## config.mk

```make
export PLATFORM = sky130hd
export DESIGN_NAME = wb_regfile
export DESIGN_NICKNAME = d
export VERILOG_FILES = /design/src/rtl/wb_regfile.sv
export SDC_FILE = /design/constraint.sdc
export NUM_CORES = 1
export LEC_CHECK = 0
export CAP_MARGIN = 10
export CORE_MARGIN = 2
export CORE_UTILIZATION = 55
export CTS_CLUSTER_SIZE = 28
export DETAILED_ROUTE_END_ITERATION = 8
export DONT_BUFFER_PORTS = 1
export PLACE_DENSITY_LB_ADDON = 0.15
export SLEW_MARGIN = 20
export SYNTH_ARGS = -nofsm -noshare
export SYNTH_HDL_FRONTEND = slang
export SYNTH_SLANG_ARGS = --single-unit
export TNS_END_PERCENT = 1
```

## constraint.sdc

```tcl
create_clock -name clk -period 15.72 [get_ports clk]
set_clock_uncertainty 0.1 [all_clocks]
set_input_delay 4.716 -clock clk [delete_from_list [all_inputs] [get_ports clk]]
set_output_delay 4.716 -clock clk [all_outputs]
set_load 0.1 [all_outputs]
```

## src/rtl/wb_regfile.sv

```systemverilog
// wb_regfile: architectural register file at the EXE/WB write-back boundary.
// - Two combinational read ports with a same-cycle write-back bypass.
// - A per-register 2-bit pending-writer scoreboard that drives the ID stall.
// - A sticky sb_err flag for scoreboard overflow and underflow.
// Optional build macro REG0_ZERO_EN: register 0 is hard-wired to zero. Its
// writes are dropped and it never becomes pending.
//
// Handshake: wen qualifies waddr/wdata and issue_en qualifies issue_addr. Both
// are single-cycle strobes with no ready back-pressure. ID is expected to hold
// issue_en low while stall is high; the file does not gate it.

`ifndef DSIZE
`define DSIZE 16
`endif
`ifndef ASIZE
`define ASIZE 4
`endif

module wb_regfile #(
    parameter int DSIZE = `DSIZE,
    parameter int ASIZE = `ASIZE
) (
    input  logic             clk,
    input  logic             rst,
    input  logic             wen,
    input  logic [ASIZE-1:0] waddr,
    input  logic [DSIZE-1:0] wdata,
    input  logic [ASIZE-1:0] raddr1,
    input  logic [ASIZE-1:0] raddr2,
    output logic [DSIZE-1:0] rdata1,
    output logic [DSIZE-1:0] rdata2,
    input  logic             issue_en,
    input  logic [ASIZE-1:0] issue_addr,
    output logic             stall,
    output logic             sb_err
);

    localparam int NREG = 1 << ASIZE;

    // Architectural state.
    logic [DSIZE-1:0] regs_q [NREG];

    // Pending-writer counters and the sticky error flag.
    logic [1:0]       cnt_q  [NREG];
    logic [1:0]       cnt_d  [NREG];
    logic             sb_err_q;
    logic             sb_err_d;

    // Effective write-back and issue strobes. With REG0_ZERO_EN, address 0
    // is masked off so it never touches the array or the scoreboard.
    logic             wr_ok;
    logic             iss_ok;

    // Bypass hits and per-port busy terms.
    logic             byp1;
    logic             byp2;
    logic             busy1;
    logic             busy2;

`ifdef REG0_ZERO_EN
    assign wr_ok  = wen      && (waddr      != '0);
    assign iss_ok = issue_en && (issue_addr != '0);
`else
    assign wr_ok  = wen;
    assign iss_ok = issue_en;
`endif

    assign byp1 = wr_ok && (waddr == raddr1);
    assign byp2 = wr_ok && (waddr == raddr2);

    // Read port 1: the value being written back this cycle wins over the array.
    always_comb begin
        rdata1 = byp1 ? wdata : regs_q[raddr1];
`ifdef REG0_ZERO_EN
        if (raddr1 == '0) begin
            rdata1 = '0;
        end
`endif
    end

    // Read port 2: same bypass rule as port 1.
    always_comb begin
        rdata2 = byp2 ? wdata : regs_q[raddr2];
`ifdef REG0_ZERO_EN
        if (raddr2 == '0) begin
            rdata2 = '0;
        end
`endif
    end

    // Busy per port. A lone outstanding writer that completes this cycle is
    // already covered by the bypass, so it does not stall.
    always_comb begin
        busy1 = (cnt_q[raddr1] > 2'd1) ||
                ((cnt_q[raddr1] == 2'd1) && !byp1);
        busy2 = (cnt_q[raddr2] > 2'd1) ||
                ((cnt_q[raddr2] == 2'd1) && !byp2);
    end

    // Stall looks only at current counters and write-back.
    // A same-cycle issue becomes visible one cycle later.
    assign stall  = busy1 || busy2;
    assign sb_err = sb_err_q;

    // Scoreboard next state.
    // - Issue and write-back to the same register cancel out.
    // - Saturating at 3 or 0 raises the sticky error instead of wrapping.
    always_comb begin : sb_next
        logic inc;
        logic dec;
        sb_err_d = sb_err_q;
        inc      = 1'b0;
        dec      = 1'b0;
        for (int i = 0; i < NREG; i++) begin
            cnt_d[i] = cnt_q[i];
            inc      = iss_ok && (issue_addr == ASIZE'(i));
            dec      = wr_ok  && (waddr      == ASIZE'(i));
            if (inc && !dec) begin
                if (cnt_q[i] == 2'd3) begin
                    sb_err_d = 1'b1;
                end else begin
                    cnt_d[i] = cnt_q[i] + 2'd1;
                end
            end else if (dec && !inc) begin
                if (cnt_q[i] == 2'd0) begin
                    sb_err_d = 1'b1;
                end else begin
                    cnt_d[i] = cnt_q[i] - 2'd1;
                end
            end
        end
    end

    // Register array: write-back lands on the clock edge.
    // Reset clears every entry asynchronously.
    always_ff @(posedge clk or posedge rst) begin
        if (rst) begin
            for (int i = 0; i < NREG; i++) begin
                regs_q[i] <= '0;
            end
        end else if (wr_ok) begin
            regs_q[waddr] <= wdata;
        end
    end

    // Scoreboard state.
    // Reset discards all pending counts and clears the sticky error.
    always_ff @(posedge clk or posedge rst) begin
        if (rst) begin
            for (int i = 0; i < NREG; i++) begin
                cnt_q[i] <= 2'd0;
            end
            sb_err_q <= 1'b0;
        end else begin
            for (int i = 0; i < NREG; i++) begin
                cnt_q[i] <= cnt_d[i];
            end
            sb_err_q <= sb_err_d;
        end
    end

endmodule

```

======== Word-level counts from Yosys, hierarchy flattened ========
Cells that the tools add are included.
word-level totals
  bits in registers ....................... 289
cells by class
  add/sub/neg operators ................... 32
  order comparisons ....................... 6
  equality and inequality tests ........... 82
  muxes and demuxes ....................... 145
  bitwise operators ....................... 3
  reduce and logical (&&, ||, !) cells .... 156
operators with widths
  operator                                             count
  bitwise mux 256 bit                                  1
  2-to-1 mux 2 bit                                     68
  binary-select mux 16 bit (select 4 bit)              2
  2-to-1 mux 16 bit                                    7
  logical AND 1 bit                                    69
  demux 16 bit (select 4 bit)                          1
  equality test 4 bit, second input constant           16
  2-to-1 mux 1 bit                                     64
  inequality test 2 bit, second input constant         32
  AND reduction 3 bit                                  16
  logical NOT 1 bit                                    34
  adder 2 x 1 -> 2 bit, second input constant          16
  equality test 2 bit, second input constant           16
  equality test 4 x 3 -> 1 bit, second input constant  8
  logical NOT 2 bit                                    16
  nonzero test 2 bit                                   16
  subtractor 2 x 1 -> 2 bit, second input constant     16
  binary-select mux 2 bit (select 4 bit)               2
  equality test 4 x 2 -> 1 bit, second input constant  4
  >= comparator 5 bit, second input constant           3
  NOT 4 -> 5 bit                                       3
  equality test 4 x 1 -> 1 bit, second input constant  2
  equality test 4 bit                                  2
  logical NOT 4 bit                                    2
  other kinds (4)                                      8

======== Logic depth before layout (Yosys ltp) ========
  depth in word-level cells ............... 51
  gate-level depth with buffers ........... 11
  depth with buffers taken out ............ 10

======== Worst setup path after synthesis ========
No wires, ideal clock.
  kind .................................... input to output
  start ................................... input port raddr1[0]
  end ..................................... output port stall
  data arrival time ....................... 6.745 ns
  data required time ...................... 10.904 ns
  slack ................................... 4.159 ns
  stages on the path ...................... 4
  path through ............................ buf_6 mux4_2 mux4_2 or4_1
between the ends
  longest elaborated chain between the ends .. 8
  elaborated cells on any way between the ends .. 12
  classes of those cells .................. 1 x order compare; 2 x eq/ne; 3 x mux; 1 x bitwise; 5 x reduce/logical
ends and longest elaborated chain
  element                                               RTL line  source
  start: declaration                                    28        input logic [ASIZE-1:0] raddr1,
  NOT 4 -> 5 bit (implied by the code)                  94, 95
  binary-select mux 2 bit (select 4 bit)                94, 95
  2-to-1 mux 2 bit (implied by the code) (2 in series)  94, 95
  equality test 2 x 1 -> 1 bit                          95        ((cnt_q[raddr1] == 2'd1) && !byp1);
  logical AND 1 bit                                     95
  logical OR 1 bit *                                    94        busy1 = (cnt_q[raddr1] > 2'd1) ||
  logical OR 1 bit *                                    102       assign stall = busy1 || busy2;
  end: declaration                                      34        output logic stall,
Every way passes the cells marked *; elsewhere a longest branch is shown, timed or not. The select of a mux whose other input is x is not followed.

======== Worst setup path in the final report ========
  start ................................... input port raddr2[2]
  end ..................................... output port stall
between the ends
  longest elaborated chain between the ends .. 8
  elaborated cells on any way between the ends .. 12
  classes of those cells .................. 1 x order compare; 2 x eq/ne; 3 x mux; 1 x bitwise; 5 x reduce/logical
ends and longest elaborated chain
  element                                               RTL line  source
  start: declaration                                    29        input logic [ASIZE-1:0] raddr2,
  NOT 4 -> 5 bit (implied by the code)                  96, 97
  binary-select mux 2 bit (select 4 bit)                96, 97
  2-to-1 mux 2 bit (implied by the code) (2 in series)  96, 97
  equality test 2 x 1 -> 1 bit                          97        ((cnt_q[raddr2] == 2'd1) && !byp2);
  logical AND 1 bit                                     97
  logical OR 1 bit *                                    96        busy2 = (cnt_q[raddr2] > 2'd1) ||
  logical OR 1 bit *                                    102
Marked as above.

==> reports/qor.yml <==
status: "completed"
synth_top_flop_cell: "dfrtp_1"
wl_um: 42700
seqPwrFrac_pct: 42.4
seq_area_frac_synth_pct: 42.7
dieArea_mm2: 0.0322
fin_util_pct: 59.9
cts_max_level: 1
synth_edf_count: 0
cts_inserted_buffers: 31
layout_common_cells: "dfrtp_1, mux2_2, mux4_2"
worstMarginPinSlew_ns: 0.964
reg2regPathDepth: 4
synth_nets: 1292
max_stage_delay_ns: 0.95
arrival_ns: 7.02
place_ws_ns: 3.84
root_buffer: "clkbuf_16"
path_clk_slew_ns: 0.06
fmax_mhz: 84.5
postCtsResizedCells: 0
syn_to_final_growth_pct: 7.57
syn_area_per_cell_um2: 13.8
synthArstFlopShare_pct: 100
synthCells: 1224
start_util_pct: 55.7
cts_setup_buffers: 0
end_kind: "output pin"
hold_viol_final: 0
min_path_cells: 2
setup_ws_ns: 3.88
grt_pass1_vias: 10900
via_per_inst: 6.63
io_pins: 70
netlist_area_mm2: 0.0169
vias: 10600
design_area_mm2: 0.0182
grt-ovfl-total: 0
antenna_found_initial: 0
nets: 1256
cts.path.max_buffers: 3
start_kind: "input pin"
ir_drop_v: 0.0000912
globalplace.congestion: 0.837
post_drt_wl_per_cell_um: 26.6
rows: 64
diodes: 0
cts.sinks: 289
dr.pass1.iters: 5
mostFrequentLayoutCell: "dfrtp_1"
grt_pass1_wl_um: 66300
cp.required_ns: 10.90
design.core.area_mm2: 0.0304
grt_usage_pct: 26.8
powerDensity_mw_per_mm2: 135
combPwrFrac_pct: 27.9
clkPwrFrac_pct: 29.7
critPathTopFamily: "simple AND/OR/NAND/NOR gates"
crit_chain: "xor2_1 -> nor4_4 -> buf_4 -> a211oi_1 -> or4_1"
placed_cell_area_mm2: 0.0172
drc: 0
power.switching_uw: 791
slew_headroom_pct: 35.9
grt_max_degree: 181
clock_latency_ns: 0.57
worst-path-stages: 5
fp.dieH_um: 179
ant_nets: 0
switching_share_pct: 32.1
maxCapViolations: 0
die_w_um: 179
synth-seq-cells: 289
slowest_stage: "or4_1"
portBuffers: 0
cp.buffers_inverters: 1
synth.distinct_cells: 43
min_period_ns: 11.84
min_path_type: "register to register"
rsz0062_at_grt: "no"
first_iter_violations: 880
report.final.slew_viol_count: 0
hpwl_um: 24700
drive_above_1_share_pct: 42.6
min_period_over_period_pct: 75.3
worst-setup-path-type: "input pin to output pin"
cts_tree: "built"
p_int_mw: 1.67
holdWs_ns: 0.394
setup_viol: 0
crit_fanout: 23
yosys_warnings: 0
tns_ns: 0
holdBufCountCts: 0
leakage_nw: 7.62
==> stage by stage <==
| step | total power [mW] | instances |
|---|---|---|
| floorplan | 1.65 | 1224 |
| global placement | 1.72 | 1550 |
| detailed placement | 1.75 | 1550 |
| CTS | 2.48 | 1604 |
| global route | 2.57 | 1605 |
| finish | 2.47 | 1605 |
==> layout make-up <==
class | instances | area [um2]
Fill cell | 2412 | 12200
Tap cell | 396 | 495
Clock buffer | 46 | 902
Multi-Input combinational cell | 802 | 9130
Sequential cell | 289 | 7230
Inverter | 44 | 173
Timing Repair Buffer | 20 | 183
Clock inverter | 8 | 108
==> worst min-delay path: cells and delay by family, from the launching register on <==
kind,cells,cell delay (ns)
DFF,1,0.35
and+or+nand+nor,2,0.11
==> sequential cells by signal, summed over array words and instances, names as in the netlist <==
name,flops
regs_q,256
cnt_q,32
sb_err,1
==> worst paths after layout <==
kind                                          from  slack (ns)                      end
min reg2reg                regs_q[213]$_DFFE_PP0P_        0.39  regs_q[213]$_DFFE_PP0P_
max reg2reg                  cnt_q[19]$_DFFE_PP0P_       13.70         sb_err$_DFF_PP0_
max in group asynchronous                      rst       10.03     cnt_q[4]$_DFFE_PP0P_
max                                      raddr2[2]        3.88                    stall
min                        regs_q[213]$_DFFE_PP0P_        0.39  regs_q[213]$_DFFE_PP0P_
min in group asynchronous                      rst        4.04   regs_q[88]$_DFFE_PP0P_
==> routing by layer <==
layer / global-route usage, % / up-vias / routed length [um]
met3: 4.86 / 74 / 2300
li1: - / 4532 / -
met1: 39.1 / 5733 / 19200
met2: 41.7 / 310 / 19900
met4: 7.87 / 0 / 1240
met5: 0 / - / 0
==> cell families after synthesis <==
group | count (synthesis) | share of synthesized area (%)
and+or+nand+nor | 242 | 6.93
DFF | 289 | 42.7
xor gates and xnor gates | 8 | 0.414
AOI/OAI and AO/OA | 64 | 2.23
buffers and inverters | 133 | 3.56
adders and majority gates | 38 | 2.72
muxes | 450 | 41.4
==> synthesized netlist by cell type (all sizes together) (3+ instances only) <==
cell	instances	area, um2
dfrtp	289	7230
mux2	259	2920
mux4	175	3940
nand2	138	518
buf	53	303
inv	42	158
o21ai	39	195
clkbuf	36	135
ha	32	400
nor2	23	86.3
nor2b	22	138
mux2i	16	160
nor4b	16	140
nand3	14	70.1
o31a	7	61.3
a31oi	6	37.5
maj3	6	60.1
nand2b	6	37.5
xor2	6	52.6
a211oi	4	30.0
a21oi	4	20.0
nor4	4	55.1
and3	3	18.8
==> power groups by stage <==
stage               logic, mW  registers [mW]  clock network (mW)
global route            0.727            1.07               0.774
global placement        0.679            1.04                   0
CTS                     0.693            1.04               0.748
finish                  0.688            1.04               0.733
detailed placement      0.691            1.05                   0
floorplan               0.645            1.01                   0
(Power assumes the default switching activity.)
